### config.mk
export PLATFORM = sky130hd
export DESIGN_NAME = instr_encoder
export DESIGN_NICKNAME = d
export VERILOG_FILES = /design/src/rtl/core_pkg.sv /design/src/rtl/instr_format_pack.sv /design/src/rtl/instr_encoder.sv
export SDC_FILE = /design/constraint.sdc
export NUM_CORES = 1
export LEC_CHECK = 0
export ABC_AREA = 1
export ABC_CLOCK_PERIOD_IN_PS = 3900
export CORE_MARGIN = 3
export CORE_UTILIZATION = 56
export CTS_BUF_LIST = sky130_fd_sc_hd__clkbuf_16
export CTS_CLUSTER_SIZE = 16
export DETAILED_ROUTE_END_ITERATION = 7
export GPL_ROUTABILITY_DRIVEN = 1
export PLACE_DENSITY = 0.87
export SYNTH_ARGS = -nofsm -noshare
export SYNTH_HDL_FRONTEND = slang
export SYNTH_SLANG_ARGS = --single-unit
### constraint.sdc
create_clock -name clk -period 3.9 [get_ports clk]
set_input_delay 0.975 -clock clk [delete_from_list [all_inputs] [get_ports clk]]
set_output_delay 0.975 -clock clk [all_outputs]
set_load 0.02 [all_outputs]
### src/rtl/core_pkg.sv
// Shared encoding constants for the RV32I decoder/encoder pair: ALU codes, opcodes,
// micro-op kinds and the ALU-code to funct3/funct7 map.
package core_pkg;

  localparam logic [3:0] ALU_AND  = 4'b0000;
  localparam logic [3:0] ALU_OR   = 4'b0001;
  localparam logic [3:0] ALU_ADD  = 4'b0010;
  localparam logic [3:0] ALU_XOR  = 4'b0100;
  localparam logic [3:0] ALU_SLL  = 4'b0101;
  localparam logic [3:0] ALU_SUB  = 4'b0110;
  localparam logic [3:0] ALU_SLT  = 4'b0111;
  localparam logic [3:0] ALU_SRL  = 4'b1000;
  localparam logic [3:0] ALU_SRA  = 4'b1001;
  localparam logic [3:0] ALU_SLTU = 4'b1010;

  localparam logic [6:0] OP_R      = 7'b0110011;
  localparam logic [6:0] OP_IMM    = 7'b0010011;
  localparam logic [6:0] OP_LOAD   = 7'b0000011;
  localparam logic [6:0] OP_STORE  = 7'b0100011;
  localparam logic [6:0] OP_BRANCH = 7'b1100011;
  localparam logic [6:0] OP_JAL    = 7'b1101111;
  localparam logic [6:0] OP_JALR   = 7'b1100111;
  localparam logic [6:0] OP_LUI    = 7'b0110111;

  typedef enum logic [2:0] {
    KindR, KindIAlu, KindLoad, KindStore, KindBranch, KindJal, KindJalr, KindLi
  } req_kind_e;

  typedef enum logic [2:0] {FmtR, FmtI, FmtS, FmtB, FmtU, FmtJ} fmt_e;

  typedef struct packed {
    logic       ok;
    logic       shift;
    logic [2:0] f3;
    logic [6:0] f7;
  } alu_enc_t;

  function automatic alu_enc_t alu_encode(input logic [3:0] code);
    alu_enc_t r;
    r = '{ok: 1'b1, shift: 1'b0, f3: 3'b000, f7: 7'h00};
    case (code)
      ALU_ADD:  r.f3 = 3'b000;
      ALU_SUB:  begin r.f3 = 3'b000; r.f7 = 7'h20; end
      ALU_AND:  r.f3 = 3'b111;
      ALU_OR:   r.f3 = 3'b110;
      ALU_XOR:  r.f3 = 3'b100;
      ALU_SLL:  begin r.f3 = 3'b001; r.shift = 1'b1; end
      ALU_SRL:  begin r.f3 = 3'b101; r.shift = 1'b1; end
      ALU_SRA:  begin r.f3 = 3'b101; r.f7 = 7'h20; r.shift = 1'b1; end
      ALU_SLT:  r.f3 = 3'b010;
      ALU_SLTU: r.f3 = 3'b011;
      default:  r.ok = 1'b0;
    endcase
    return r;
  endfunction

endpackage

### src/rtl/instr_format_pack.sv
// Combinational packer: places already-resolved fields into an R/I/S/B/U/J RV32I word.
module instr_format_pack
  import core_pkg::*;
(
  input  fmt_e        fmt_i,
  input  logic [6:0]  opcode_i,
  input  logic [2:0]  f3_i,
  input  logic [6:0]  f7_i,
  input  logic [4:0]  rd_i,
  input  logic [4:0]  rs1_i,
  input  logic [4:0]  rs2_i,
  input  logic [31:0] imm_i,
  output logic [31:0] word_o
);

  always_comb begin
    word_o = '0;
    case (fmt_i)
      FmtR: word_o = {f7_i, rs2_i, rs1_i, f3_i, rd_i, opcode_i};
      FmtI: word_o = {imm_i[11:0], rs1_i, f3_i, rd_i, opcode_i};
      FmtS: word_o = {imm_i[11:5], rs2_i, rs1_i, f3_i, imm_i[4:0], opcode_i};
      FmtB: word_o = {imm_i[12], imm_i[10:5], rs2_i, rs1_i, f3_i, imm_i[4:1], imm_i[11],
                      opcode_i};
      FmtU: word_o = {imm_i[31:12], rd_i, opcode_i};
      FmtJ: word_o = {imm_i[20], imm_i[10:1], imm_i[11], imm_i[19:12], rd_i, opcode_i};
      default: word_o = '0;
    endcase
  end

endmodule

### src/rtl/instr_encoder.sv
// Micro-op to RV32I encoder with a one-entry output register; LI expands to LUI+ADDI
// through a two-state FSM.
module instr_encoder
  import core_pkg::*;
#(
  parameter int unsigned XLEN = 32
) (
  input  logic            clk,
  input  logic            rst_n,
  input  logic            req_valid,
  output logic            req_ready,
  input  logic [2:0]      req_kind,
  input  logic [3:0]      req_alu_op,
  input  logic [2:0]      req_f3,
  input  logic [4:0]      req_rd,
  input  logic [4:0]      req_rs1,
  input  logic [4:0]      req_rs2,
  input  logic [XLEN-1:0] req_imm,
  output logic            instr_valid,
  input  logic            instr_ready,
  output logic [XLEN-1:0] instr,
  output logic            err
);

  typedef enum logic [0:0] {StIdle, StLi2} state_e;

  state_e      state_q, state_d;
  logic [31:0] instr_q, instr_d;
  logic        valid_q, valid_d;
  logic        err_q, err_d;
  logic [4:0]  li_rd_q, li_rd_d;
  logic [11:0] li_lo_q, li_lo_d;

  req_kind_e   kind;
  alu_enc_t    alu;
  logic signed [31:0] imm_s;
  logic        fits12, fits_b, fits_j, accept, enc_err, li_split;
  logic [19:0] li_hi;
  fmt_e        fmt;
  logic [6:0]  opcode, f7;
  logic [2:0]  f3;
  logic [4:0]  p_rd, p_rs1, p_rs2;
  logic [31:0] p_imm, word, li2_word;

  assign kind   = req_kind_e'(req_kind);
  assign alu    = alu_encode(req_alu_op);
  assign imm_s  = req_imm;
  assign fits12 = (imm_s >= -32'sd2048) && (imm_s <= 32'sd2047);
  assign fits_b = (imm_s >= -32'sd4096) && (imm_s <= 32'sd4094) && !req_imm[0];
  assign fits_j = (imm_s >= -32'sd1048576) && (imm_s <= 32'sd1048574) && !req_imm[0];
  // Rounding the upper part makes the low 12 bits a signed ADDI that lands on imm.
  assign li_hi  = req_imm[31:12] + {19'b0, req_imm[11]};

  assign req_ready = (state_q == StIdle) && (!valid_q || instr_ready);
  assign accept    = req_valid && req_ready;

  always_comb begin
    fmt      = FmtR;
    opcode   = OP_R;
    f3       = req_f3;
    f7       = alu.f7;
    p_rd     = req_rd;
    p_rs1    = req_rs1;
    p_rs2    = req_rs2;
    p_imm    = req_imm;
    enc_err  = 1'b0;
    li_split = 1'b0;
    unique case (kind)
      KindR: begin
        f3      = alu.f3;
        enc_err = !alu.ok;
      end
      KindIAlu: begin
        fmt    = FmtI;
        opcode = OP_IMM;
        f3     = alu.f3;
        if (alu.shift) p_imm = {20'b0, alu.f7, req_imm[4:0]};
        enc_err = !alu.ok || (req_alu_op == ALU_SUB) || (!alu.shift && !fits12);
      end
      KindLoad: begin
        fmt     = FmtI;
        opcode  = OP_LOAD;
        enc_err = !fits12;
      end
      KindStore: begin
        fmt     = FmtS;
        opcode  = OP_STORE;
        enc_err = !fits12;
      end
      KindBranch: begin
        fmt     = FmtB;
        opcode  = OP_BRANCH;
        enc_err = !fits_b;
      end
      KindJal: begin
        fmt     = FmtJ;
        opcode  = OP_JAL;
        enc_err = !fits_j;
      end
      KindJalr: begin
        fmt    = FmtI;
        opcode = OP_JALR;
        f3     = 3'b000;
      end
      KindLi: begin
        if (fits12) begin
          fmt    = FmtI;
          opcode = OP_IMM;
          f3     = 3'b000;
          p_rs1  = 5'd0;
        end else begin
          fmt      = FmtU;
          opcode   = OP_LUI;
          p_imm    = {li_hi, 12'b0};
          li_split = |req_imm[11:0];
        end
      end
      default: enc_err = 1'b1;
    endcase
  end

  instr_format_pack u_pack (
    .fmt_i    (fmt),
    .opcode_i (opcode),
    .f3_i     (f3),
    .f7_i     (f7),
    .rd_i     (p_rd),
    .rs1_i    (p_rs1),
    .rs2_i    (p_rs2),
    .imm_i    (p_imm),
    .word_o   (word)
  );

  instr_format_pack u_pack_li2 (
    .fmt_i    (FmtI),
    .opcode_i (OP_IMM),
    .f3_i     (3'b000),
    .f7_i     (7'h00),
    .rd_i     (li_rd_q),
    .rs1_i    (li_rd_q),
    .rs2_i    (5'd0),
    .imm_i    ({{20{li_lo_q[11]}}, li_lo_q}),
    .word_o   (li2_word)
  );

  always_comb begin
    state_d = state_q;
    instr_d = instr_q;
    valid_d = valid_q && !instr_ready;
    err_d   = 1'b0;
    li_rd_d = li_rd_q;
    li_lo_d = li_lo_q;
    unique case (state_q)
      StIdle: begin
        if (accept) begin
          if (enc_err) begin
            err_d = 1'b1;
          end else begin
            instr_d = word;
            valid_d = 1'b1;
            li_rd_d = req_rd;
            li_lo_d = req_imm[11:0];
            if (li_split) state_d = StLi2;
          end
        end
      end
      StLi2: begin
        if (valid_q && instr_ready) begin
          instr_d = li2_word;
          valid_d = 1'b1;
          state_d = StIdle;
        end
      end
      default: state_d = StIdle;
    endcase
  end

  always_ff @(posedge clk or negedge rst_n) begin
    if (!rst_n) begin
      state_q <= StIdle;
      instr_q <= '0;
      valid_q <= 1'b0;
      err_q   <= 1'b0;
      li_rd_q <= '0;
      li_lo_q <= '0;
    end else begin
      state_q <= state_d;
      instr_q <= instr_d;
      valid_q <= valid_d;
      err_q   <= err_d;
      li_rd_q <= li_rd_d;
      li_lo_q <= li_lo_d;
    end
  end

  assign instr       = instr_q;
  assign instr_valid = valid_q;
  assign err         = err_q;

endmodule

Word level (Yosys, flattened, before mapping). Cells that the tools add are included.

Add/sub/neg operators: 1. $lt $le $gt $ge: 6. Eq/ne operators: 24. Muxes and demuxes: 35. Bitwise operators: 2. Reduce and logical (&&, ||, !) cells: 34.

Operators with widths (number): $pmux W32 S6 (1); $mux W32 (5); $pmux W32 S2 (2); $pmux W7 S7 (1); $ge A32 B12 Y1 const B (1); $ge A32 B13 Y1 const B (1); $ge A32 B21 Y1 const B (1); $le A32 B12 Y1 const B (1); $le A32 B13 Y1 const B (1); $le A32 B21 Y1 const B (1); $pmux W3 S7 (1); $add A20 B1 Y20 (1); $eq A3 B3 Y1 const B (6); $eq A4 B3 Y1 const B (4); $pmux W3 S5 (1); $mux W1 (14); $eq A3 B2 Y1 const B (4); $eq A4 B4 Y1 const B (3); $mux W6 (2); $reduce_or A12 Y1 (1); $logic_and A1 B1 Y1 (10); $mux W5 (2); $reduce_or A10 Y1 (1); $pmux W3 S3 (1); 16 further kinds (36).

Flip-flop bits (word level): 52. Output and inout port bits: 35. Logic and storage cells: 108.

Depth between registers and ports, before layout.
Word-level depth: 10. Depth in mapped cells: 18. Depth with buffers taken out: 17.

Hierarchy. From an unflattened synthesis, not the netlist that was laid out.

Cells, all modules: 927. Area total of the unflattened synthesis: 5240.0 sq um.

Modules (own cells, without submodules): instr_encoder (instances 1, cells each 669, area an instance 4083.9 sq um, seq. area each 1301.2 sq um); instr_format_pack (instances 2, cells each 129, area an instance 578.1 sq um, seq. area each 0.0 sq um).

Worst setup path after synthesis. No wires, ideal clock.

Path kind: input-to-reg. From: in req_imm[19]. To: reg instr_q[13] (netlist: instr[13]). Arrival: 2.594 ns. Path slack: 1.183 ns. Stages on the path: 17. Path through: buf_2 nand2_1 nor2_4 inv_2 nor2_4 nand3_2 nand2_4 inv_4 nand2_1 nand2_1 a21oi_2 nand3_4 nand2_1 nand2_2 buf_6 nand2_1 nand2_1.

Longest elaborated chain between the ends: 9. Elaborated cells on any way between the ends: 35. Classes of those cells: 6 x order compare; 6 x eq/ne; 11 x mux; 12 x reduce/logical.

Ends and longest elaborated chain: start: declaration (RTL line instr_encoder.sv:18) `input logic [XLEN-1:0] req_imm,`; $ge A32 B12 Y1 / $le A32 B12 Y1 (equally long branches) (RTL line instr_encoder.sv:48) `assign fits12 = (imm_s >= -32'sd2048) && (imm_s <= 32'sd2047);`; $logic_and A1 B1 Y1 (RTL line instr_encoder.sv:48); $mux W3 (RTL line instr_encoder.sv:106) `if (fits12) begin`; $pmux W3 S5 (RTL line instr_encoder.sv:68) `unique case (kind)`; $eq A3 B3 Y1 (tied with other cells) (RTL line instr_format_pack.sv:18) `case (fmt_i)`; $pmux W32 S6 (RTL line instr_format_pack.sv:18); $mux W32 (RTL line instr_encoder.sv:156) `if (enc_err) begin`; $mux W32 (RTL line instr_encoder.sv:155) `if (accept) begin`; $pmux W32 S2 (RTL line instr_encoder.sv:153) `unique case (state_q)`; end signal: assignment (RTL line instr_encoder.sv:188) `instr_q <= instr_d;`; end: declaration (RTL line instr_encoder.sv:28) `logic [31:0] instr_q, instr_d;`.

Parallel ways exist; a longest one is shown, timed or not. The select of a mux whose other input is x is not followed. A chain may end at the register's enable or synchronous reset.

Worst setup path in the final report.
From: in req_alu_op[2]. To: reg instr_q[16] (netlist: instr[16]).

Longest elaborated chain between the ends: 9. Elaborated cells on any way between the ends: 28. Classes of those cells: 10 x eq/ne; 9 x mux; 9 x reduce/logical.

Ends and longest elaborated chain: start: declaration (RTL line instr_encoder.sv:13) `input logic [3:0] req_alu_op,`; $eq A4 B4 Y1 (tied with other cells) (RTL line core_pkg.sv:41) `case (code)`; $reduce_or A3 Y1 (no source line) / $reduce_or A10 Y1 (equally long branches); $mux W1 (RTL line core_pkg.sv:41); $mux W32 (tied with other cells) (RTL line instr_encoder.sv:77) `if (alu.shift) p_imm = {20'b0, alu.f7, req_imm[4:0]};`; $pmux W32 S2 (tied with other cells) (RTL line instr_encoder.sv:68); $pmux W32 S6 / $logic_or A1 B1 Y1 (equally long branches) (RTL line instr_format_pack.sv:18, instr_encoder.sv:78); $mux W32 / $pmux W1 S5 (equally long branches) (RTL line instr_encoder.sv:156, instr_encoder.sv:68); $mux W32 / $ne A2 B2 Y1 (equally long branches); $pmux W32 S2 / $reduce_and A3 Y1 (equally long branches).

Parallel ways exist; a longest one is shown, timed or not. The select of a mux whose other input is x is not followed.

==> out/metrics.yaml <==
power:
  ir_worst_vdd_mv: 0.517
  p_per_area_mw_per_mm2: 502
  power.static_leakage_nw: 2.88
flow_run:
  max_cap_violations: 0
detailed_routing:
  vias_per_cell: 5.88
  drt-initial-drc-count: 733
  drt_first_pass_iters: 5
  wl_mm: 16.0
  post-route-drc-count: 0
  ant_nets: 0
  detail_route.wl_per_cell_um: 16.9
  dr_total_vias: 5560
clocking:
  cts.reportedPaths.clkPinSlew_ns: 0.07
  numClockSinks: 51
  htree_levels: 2
  post_cts_buffers: 0
  cts_tree: "built"
  cts-root-to-sink-buffers: 2
  cts_resized: 0
  cts-buffers-inserted: 5
  clock_latency_ns: 0.30
  clock-root-buffer: "sky130_fd_sc_hd__clkbuf_16"
  cts_hold_repair.buffers: 0
final_layout:
  layout-drive-gt1-share: 0.0567
  layout.nets: 910
  fillers: 590
  layout-area-overhead-vs-synth_pct: 29.0
  num_antenna_cells: 0
  final_non_filler_cell_total: 945
global_routing:
  global_routing_usage_summed_across_all_routing_layers: 0.361
  gr-total-overflow: 0
  number_of_global_route_vias_before_repair: 5114
  initial_antenna_violation_count: 0
  grt_first_pass_wirelength_mm: 25.2
  grt_start_max_net_pins: 52
critical_path:
  reg2reg_setup_slack_ns: 1.39
  cell_by_cell_trace_of_the_critical_path: "clkdlybuf4s50_1, inv_1, nor2_1, nand2_1, nand2_1, inv_1, nand2_1, o21ai_0, nand2_1, nand2_1, a21oi_2, nand3_4, a21oi_4, buf_4, nand2_1, nand2_1"
  crit_required_ns: 4.13
  data_arrival_at_the_endpoint_of_the_critical_path_ns: 3.76
  critical_path.slowest_cell: "sky130_fd_sc_hd__clkdlybuf4s50_1"
  reg2reg_from: "state_q$_DFF_PN0_"
  worstSetupStartpointType: "primary input"
  setup.worst_path.end_class: "register"
  crit-reg2reg-capture: "instr[16]$_DFFE_PN0P_"
  crit_path_frequent_cell: "sky130_fd_sc_hd__nand2_1"
  worst_setup_path_startpoint: "req_alu_op[2]"
  critical_path_peak_fanout: 22
  reg2regPathDepth: 11
  critical-path-max-stage-delay_ns: 0.51
  type_of_the_worst_setup_path: "in2reg"
timing:
  finalHoldViolations: 0
  finClkSkew_ns: 0.00636
  timing.final.setup_violations: 0
  tightest_slew_ns: 1.12
  slew_headroom: 0.255
  period_share: 0.905
  fin_crit_ns: 3.53
  slew_viol_final: 0
  max_freq_mhz: 283
  setup_tns_ns: 0
  unrepaired_setup_endpoints_after_global_routing: "false"
floorplan:
  core_area_mm2: 0.00741
  rows: 31
  initial_core_util: 0.590
  top_level_ports: 96
  die_area_mm2: 0.00890
  floorplan.die.height_um: 94.4
  die_extent_in_x_um: 94.4
synthesis:
  most_common_flop_cell_mapped_by_yosys: "sky130_fd_sc_hd__dfrtp_1"
  synth.yosys.seq_area_share: 0.292
  post_synth_edffs: 0
  synth.most_common_cell: "sky130_fd_sc_hd__nand2_1"
  yosysWarningCount: 0
  post_synth_inst_count: 745
  syn_nets: 810
  synth_area_leaders: "sky130_fd_sc_hd__dfrtp_1 29%, sky130_fd_sc_hd__nand2_1 27%, sky130_fd_sc_hd__nor2_1 8.0%, sky130_fd_sc_hd__nand3_1 7.1%, sky130_fd_sc_hd__inv_1 5.8%"
  synth.cell_area_mm2: 0.00437
  asyncSetResetFlopFracSynth: 1.00
  avg_cell_area_syn_um2: 5.87
  synth.cells.most_frequent: "314 x sky130_fd_sc_hd__nand2_1, 93 x sky130_fd_sc_hd__nor2_1, 67 x sky130_fd_sc_hd__inv_1, 62 x sky130_fd_sc_hd__nand3_1, 51 x sky130_fd_sc_hd__dfrtp_1"
  synth_largest_type_area_fraction: 0.292
  synth_area_leader_cell: "sky130_fd_sc_hd__dfrtp_1"
  yosys.cell_types.count: 41
  synth.ff_latch_count: 51
run_status:
  run_status: "finished clean"
worst_hold_path:
  hold_start: "instr[12]$_DFFE_PN0P_"
  holdPathStages: 2
  whs_endpoint: "instr[12]$_DFFE_PN0P_"
  min_path_type: "reg2reg"
placement:
  routabilityCongestion: 1.06
  port-buffer-count: 95
  place.detailed.hpwl_mm: 12.3
  placed_cells_incl_taps: 937
==> final cells by class <==
class	count	area, um2	area share
clock buffer	5	125	0.0222
clock inverter	3	43.8	0.00776
inverter	72	273	0.0483
multi-input combinational	599	2690	0.476
sequential	51	1280	0.226
tap	99	124	0.0220
timing repair buffer	116	1120	0.198
==> power breakdown <==
| group | internal, W | total, W | switching, W | leakage, nW |
|---|---|---|---|---|
| sequential | 0.000766 | 0.000914 | 0.000148 | 0.639 |
| combinational | 0.000575 | 0.00142 | 0.000843 | 2.16 |
| clock | 0.000303 | 0.000504 | 0.000201 | 0.0838 |
| total | 0.00164 | 0.00283 | 0.00119 | 2.88 |
==> placed cells by master, fill, tap and decap left out, types with 2 or more instances in the layout <==
master / netlist / routed
sky130_fd_sc_hd__nor2_4: 3 / 3
sky130_fd_sc_hd__clkdlybuf4s50_1: 0 / 94
sky130_fd_sc_hd__nand3b_1: 3 / 3
sky130_fd_sc_hd__nor3_1: 5 / 5
sky130_fd_sc_hd__buf_4: 2 / 20
sky130_fd_sc_hd__inv_1: 67 / 67
sky130_fd_sc_hd__a31oi_1: 3 / 3
sky130_fd_sc_hd__a21oi_2: 2 / 2
sky130_fd_sc_hd__a21boi_0: 3 / 3
sky130_fd_sc_hd__clkbuf_16: 0 / 5
sky130_fd_sc_hd__inv_2: 3 / 3
sky130_fd_sc_hd__xor2_1: 5 / 5
sky130_fd_sc_hd__nor2_2: 2 / 2
sky130_fd_sc_hd__o211ai_1: 3 / 3
sky130_fd_sc_hd__xnor2_1: 4 / 4
sky130_fd_sc_hd__a22oi_1: 2 / 2
sky130_fd_sc_hd__o21ai_0: 37 / 37
sky130_fd_sc_hd__dfrtp_1: 51 / 51
sky130_fd_sc_hd__nand2_2: 3 / 3
sky130_fd_sc_hd__ha_1: 4 / 4
sky130_fd_sc_hd__a21oi_1: 27 / 27
sky130_fd_sc_hd__nand4_1: 11 / 11
sky130_fd_sc_hd__nand2_1: 314 / 314
sky130_fd_sc_hd__nor2_1: 93 / 93
sky130_fd_sc_hd__nand3_1: 62 / 62
==> worst max path at each step <==
stage / endpoint / cells after the start
floorplan: instr[13]$_DFFE_PN0P_ / 17
global placement: instr[20]$_DFFE_PN0P_ / 16
detailed placement: instr[30]$_DFFE_PN0P_ / 16
CTS: instr[30]$_DFFE_PN0P_ / 16
global route: instr[15]$_DFFE_PN0P_ / 16
finish: instr[16]$_DFFE_PN0P_ / 16
==> state kept, by name, summed over array words and instances, names as in the netlist <==
name	cells
state_q	1
li_lo_q	12
li_rd_q	5
err	1
instr_valid	1
instr	31
==> metrics by stage <==
| step | utilization | setup WS [ns] | hold WS, ns | total power, W | area, um2 |
|---|---|---|---|---|---|
| after global routing | 0.762 | 0.142 | 0.482 | 0.00300 | 5640 |
| final | 0.762 | 0.371 | 0.471 | 0.00283 | 5640 |
| after detailed placement | 0.739 | 0.190 | 0.459 | 0.00230 | 5470 |
| after global placement | 0.739 | 0.248 | 0.455 | 0.00224 | 5470 |
| after floorplan | - | 1.18 | 0.449 | 0.00171 | 4370 |
| after CTS | 0.762 | 0.451 | 0.475 | 0.00281 | 5640 |
==> cells by family (layout without fill, tap and decap cells) <==
logic type / count (synthesis) / count (layout) / synth area share
AND/OR/NAND/NOR: 502 / 502 / 0.475
buffers and inverters: 95 / 196 / 0.0941
AO/OA/AOI/OAI: 84 / 84 / 0.109
flip-flops: 51 / 51 / 0.292
XOR/XNOR: 9 / 9 / 0.0180
adder cells (fa/ha/maj): 4 / 4 / 0.0114
==> critical path: cells and delay by family <==
| kind | cells | cell delay [ns] |
|---|---|---|
| and+or+nand+nor | 9 | 1.26 |
| AOI/OAI and AO/OA | 3 | 0.52 |
| buffers and inverters | 4 | 1.00 |
==> metal layers <==
metal / up-vias / wire (um) / GRT usage / share of wire
met1: 2516 / 6190 / 0.479 / 0.39
met2: 413 / 7380 / 0.595 / 0.46
li1: 2570 / - / - / -
met3: 61 / 1880 / 0.0637 / 0.12
met5: - / 0 / 0 / 0
met4: 0 / 510 / 0.123 / 0.032
Note: power is estimated with default switching activity, not from simulation.
